<file path="src/rtl/i2s_master_tx.sv">
// i2s_master_tx: clock-owning I2S transmitter. Derives BCLK/LRCK from iCLK
// and shifts 16-bit stereo samples out MSB first. Every data and LRCK change
// happens on the BCLK falling edge, so the codec samples on the rising edge.
// A one-entry valid/ready buffer holds the next {left, right} pair. It is
// moved into the shift word on the fall that starts a new frame.
module i2s_master_tx #(
    parameter int DATA_W   = 16,
    parameter int SLOT_W   = 32,
    parameter int BCLK_DIV = 3
) (
    input  logic              iCLK,
    input  logic              iRST_N,
    input  logic              en,
    input  logic [DATA_W-1:0] l_data,
    input  logic [DATA_W-1:0] r_data,
    input  logic              in_valid,
    output logic              in_ready,
    output logic              oBCLK,
    output logic              oLRCK,
    output logic              oDACDAT,
    output logic              frame_start,
    output logic              underrun
);

    localparam int DIV_W = (BCLK_DIV > 1) ? $clog2(BCLK_DIV) : 1;
    localparam int CNT_W = $clog2(2 * SLOT_W);
    localparam int IDX_W = (DATA_W > 1) ? $clog2(DATA_W) : 1;

    localparam logic [DIV_W-1:0] DIV_LAST = DIV_W'(BCLK_DIV - 1);
    localparam logic [CNT_W-1:0] CNT_LAST = CNT_W'(2 * SLOT_W - 1);
    localparam logic [CNT_W-1:0] SLOT_LEN = CNT_W'(SLOT_W);
    localparam logic [CNT_W-1:0] DATA_LEN = CNT_W'(DATA_W);

    logic [DIV_W-1:0]  r_div_cnt;
    logic [CNT_W-1:0]  r_bit_cnt;
    logic              r_bclk;
    logic              r_lrck;
    logic              r_dacdat;
    logic              r_frame_start;
    logic              r_underrun;
    logic              r_in_ready;
    logic [DATA_W-1:0] r_buf_l;
    logic [DATA_W-1:0] r_buf_r;
    logic [DATA_W-1:0] r_sh_l;
    logic [DATA_W-1:0] r_sh_r;

    logic              w_tc;
    logic              w_fall;
    logic [CNT_W-1:0]  w_bit_nxt;
    logic              w_load;
    logic              w_lrck_nxt;
    logic [CNT_W-1:0]  w_pos;
    logic              w_in_data;
    logic [IDX_W-1:0]  w_idx;
    logic              w_bit_val;
    logic              w_xfer;

    assign w_tc       = (r_div_cnt == DIV_LAST);
    assign w_fall     = en && w_tc && r_bclk;
    assign w_bit_nxt  = (r_bit_cnt == CNT_LAST) ? '0 : r_bit_cnt + CNT_W'(1);
    assign w_load     = w_fall && (w_bit_nxt == '0);
    assign w_lrck_nxt = (w_bit_nxt >= SLOT_LEN);
    // Slot position after the fall; position 0 is the I2S one-bit delay slot.
    assign w_pos      = w_lrck_nxt ? (w_bit_nxt - SLOT_LEN) : w_bit_nxt;
    assign w_in_data  = (w_pos >= CNT_W'(1)) && (w_pos <= DATA_LEN);
    assign w_idx      = IDX_W'(DATA_LEN - w_pos);
    // Position 0 (the frame load) never selects data, so the old shift word is safe here.
    assign w_bit_val  = w_lrck_nxt ? r_sh_r[w_idx] : r_sh_l[w_idx];
    assign w_xfer     = in_valid && r_in_ready;

    // BCLK divider, bit counter and serial outputs; en low parks them at reset values.
    always_ff @(posedge iCLK or negedge iRST_N) begin
        if (!iRST_N) begin
            r_div_cnt <= '0;
            r_bit_cnt <= CNT_LAST;
            r_bclk    <= 1'b0;
            r_lrck    <= 1'b0;
            r_dacdat  <= 1'b0;
        end else if (!en) begin
            r_div_cnt <= '0;
            r_bit_cnt <= CNT_LAST;
            r_bclk    <= 1'b0;
            r_lrck    <= 1'b0;
            r_dacdat  <= 1'b0;
        end else begin
            if (w_tc) begin
                r_div_cnt <= '0;
                r_bclk    <= ~r_bclk;
            end else begin
                r_div_cnt <= r_div_cnt + DIV_W'(1);
            end
            if (w_fall) begin
                r_bit_cnt <= w_bit_nxt;
                r_lrck    <= w_lrck_nxt;
                r_dacdat  <= w_in_data ? w_bit_val : 1'b0;
            end
        end
    end

    // Input buffer and frame load. A load sees the buffer as it was before any same-cycle transfer.
    always_ff @(posedge iCLK or negedge iRST_N) begin
        if (!iRST_N) begin
            r_in_ready    <= 1'b1;
            r_buf_l       <= '0;
            r_buf_r       <= '0;
            r_sh_l        <= '0;
            r_sh_r        <= '0;
            r_frame_start <= 1'b0;
            r_underrun    <= 1'b0;
        end else begin
            r_frame_start <= w_load;
            r_underrun    <= w_load && r_in_ready;
            if (w_load) begin
                if (!r_in_ready) begin
                    r_sh_l <= r_buf_l;
                    r_sh_r <= r_buf_r;
                end else begin
                    r_sh_l <= '0;
                    r_sh_r <= '0;
                end
            end
            if (w_xfer) begin
                r_buf_l    <= l_data;
                r_buf_r    <= r_data;
                r_in_ready <= 1'b0;
            end else if (w_load && !r_in_ready) begin
                r_in_ready <= 1'b1;
            end
        end
    end

    assign in_ready    = r_in_ready;
    assign oBCLK       = r_bclk;
    assign oLRCK       = r_lrck;
    assign oDACDAT     = r_dacdat;
    assign frame_start = r_frame_start;
    assign underrun    = r_underrun;

endmodule

</file>
<file path="config.mk">
export PLATFORM = sky130hd
export DESIGN_NAME = i2s_master_tx
export DESIGN_NICKNAME = d
export VERILOG_FILES = /design/src/rtl/i2s_master_tx.sv
export SDC_FILE = /design/constraint.sdc
export NUM_CORES = 1
export LEC_CHECK = 0
export CAP_MARGIN = 20
export CORE_UTILIZATION = 40
export DETAILED_ROUTE_END_ITERATION = 16
export PLACE_DENSITY_LB_ADDON = 0.12
export SLEW_MARGIN = 20
export SYNTH_ARGS = -nofsm -noshare
export SYNTH_HDL_FRONTEND = slang
export SYNTH_SLANG_ARGS = --single-unit
</file>
<file path="constraint.sdc">
create_clock -name iCLK -period 3.1 [get_ports iCLK]
set_input_delay 0.775 -clock iCLK [delete_from_list [all_inputs] [get_ports iCLK]]
set_output_delay 0.775 -clock iCLK [all_outputs]
set_load 0.1 [all_outputs]
</file>
==> flow_summary.toml <==
[worst_setup_path]
end_kind = "flip-flop"
crit_fanout = 16
worstReg2RegStart = "r_bit_cnt[0]"
critPathArrivalTime_ns = 3.01
crit_buf_inv = 2
path_delay_family = "flip-flops"
cp.required_ns = 3.33
crit_chain = "inv_1, ha_1, buf_4, mux2_2, o21ai_1, a21oi_1, a211oi_1, a211o_1, o211ai_2"
rrSetupSlack_ns = 0.32
max_stage_delay_ns = 0.66
critPathLaunchType = "flip-flop"
rr_worst_depth = 9
cpMaxStageDelayCell = "dfstp_2"
crit_type = "reg2reg"
r2r_end = "oDACDAT"

[route]
totalWireLength_um = 7250
drt_iter0_drc = 56
routed_via_density = 5.27
wire_per_inst_um = 14.7
route.detailed.drc = 0
ant_nets = 0
dr.pass1.iters = 4
num_vias = 2596

[synth]
synth_compound_area_share_pct = 8.27
syn-num-nets = 378
synthFlopType = "dfrtp_1"
ys_top_cells_by_area = "dfrtp_1 (47%), mux2_2 (11%), nand2_1 (7.1%)"
synth_seq_area_share_pct = 51.8
synth_fa_ha_area_share_pct = 0.662
ys_seq_elements = 78
synth_edf_count = 0
yosys_warnings = 0
syn_avg_cell_area_um2 = 11.1
synth_area_leader_cell = "dfrtp_1"
synth_common_cells = "nand2_1 (72), dfrtp_1 (71), mux2_2 (36)"
synthSimpleGateAreaFrac_pct = 20.7
synth_top_area_share_pct = 47.0
synth_cell_types = 58
synth_top_family_by_area = "simple AND/OR/NAND/NOR gates"
synth_area_mm2 = 0.00378
ys_async_sr_fraction_pct = 100
yosysMostFrequentCell = "nand2_1"
synth_xor_area_share_pct = 1.59
synthCells = 340
synth.area.mux_share_pct = 13.2

[final_layout]
layout.nets = 415
finalInstanceArea_mm2 = 0.00445
final_cell_count_no_fill = 493
n_antenna_cell = 0
layout-drive-gt1-share_pct = 22.8
final_util_pct = 48.4
area_delta_synth_final_pct = 17.7

[grt]
grt_overflow = 0
grt_max_degree = 79
antenna_found_initial = 0
grt_pass1_wl_um = 12900
track_usage_pct = 16.6
first_global_vias = 2667

[floorplanning]
die_h_um = 99.2
row_count = 35
die_area_mm2 = 0.00985
pin_count = 42
core_area_mm2 = 0.00920
start_util_pct = 41.1
die_w_um = 99.2

[clock_tree]
clk_pin_slew_ns = 0.09
htree_levels = 3
hold_buffers = 0
cts_setup_buffers = 0
numCtsBuffers = 9
clockBufferDepth = 2
clock_latency_ns = 0.35
cts_tree = "built"
root_buffer = "clkbuf_8"
cts_num_sinks = 78
cts_resized = 0

[power]
p_seq_share_pct = 54.4
peakVddDrop_v = 0.000259
p_switching_mw = 0.502
report.power.total_mw = 2.07
switching_share_pct = 24.3
comb_power_share_pct = 8.4
cellPowerDensity_mw_per_mm2 = 464
internal-power_mw = 1.56
p_leak_nw = 2.14
pwr-share-clk_pct = 37.3

[sta]
finalCriticalPeriod_ns = 2.78
rsz0062_at_grt = "false"
finalWorstSetupSlack_ns = 0.320
clock_skew_ns = 0.00901
hold_viol = 0
fmax_mhz = 360
max_slew_margin_pct = 35.3
report.final.slew_viol_count = 0
setup_viol = 0
worst_pin_slew_ns = 0.970
period_share_pct = 89.7
hold_ws_ns = 0.465
fin_tns_setup_ns = 0

[worst_hold_path]
hold_end = "r_div_cnt[0]"
worstHoldPathType = "reg2reg"
min_from = "r_div_cnt[1]"
holdPathStages = 1

[placement]
post-place-ws_ns = 0.366
placed_area_mm2 = 0.00426
dp.cells = 477
place_hpwl_um = 4620
place.gp.congestion = 0.779
portBuffers = 41

[outcome]
status = "finished clean"

[flow_run]
cap_viol_max_count = 0
==> final cells by class <==
type | count | area (um2)
clock buffer | 10 | 128
clock inverter | 6 | 68.8
fill | 867 | 4740
inverter | 3 | 11.3
multi-input combinational | 236 | 1680
sequential | 78 | 1960
tap | 111 | 139
timing repair buffer | 49 | 465
==> worst max path at each step <==
stage / startpoint / to / slack (ns) / cells after the start
4_1_cts: r_bit_cnt[0] / oDACDAT / 0.34 / 9
3_5_place_dp: r_bit_cnt[0] / oDACDAT / 0.37 / 9
2_1_floorplan: r_bit_cnt[0] / oDACDAT / 0.60 / 10
6_report: r_bit_cnt[0] / oDACDAT / 0.32 / 9
5_1_grt: r_bit_cnt[0] / oDACDAT / 0.17 / 9
3_3_place_gp: r_bit_cnt[0] / oDACDAT / 0.44 / 9
==> placed cells by master, fill, tap and decap left out, types with 4 or more instances in the layout <==
cell type        netlist  final
a21oi_1                6      6
and2_1                 4      4
buf_4                  2     14
clkbuf_8               0      9
clkdlybuf4s50_1        0     34
dfrtp_1               71     71
dfstp_2                7      7
mux2_2                36     36
mux2i_1                7      7
nand2_1               72     72
nand2b_1               4      4
nand3_1                4      4
nand3b_1              32     32
nor2_1                 8      8
o21ai_0                6      6
xor2_1                 4      4
==> routing by layer <==
metal  part of all wire (%)  up-vias  track usage (%)
met2                     47       47             26.9
met4                    1.8        0             5.09
met1                     48     1279             21.8
met5                      0        -                0
met3                    3.4       11             4.36
li1                       -     1259                -
==> sequential cells by signal, summed over array words and instances, names as in the netlist, 2 cells and up <==
name and flops:
r_bit_cnt 6, r_buf_l 16, r_buf_r 16, r_div_cnt 2
r_sh_l 16, r_sh_r 16
==> cells by family after synthesis <==
logic type	count (synthesis)
mux	44
compound gates	40
fa+ha+maj	2
simple gates	144
flops	78
buf+inv	26
xor+xnor	6
==> power by group through the flow <==
stage               Sequential, mW  Combinational [mW]  Clock (mW)
floorplan                     1.14              0.0914           0
global placement              1.14               0.173           0
detailed placement            1.14               0.176           0
CTS                           1.12               0.177       0.800
global route                  1.13               0.193       0.843
finish                        1.12               0.173       0.770
Power figures use the tool's default switching activity.
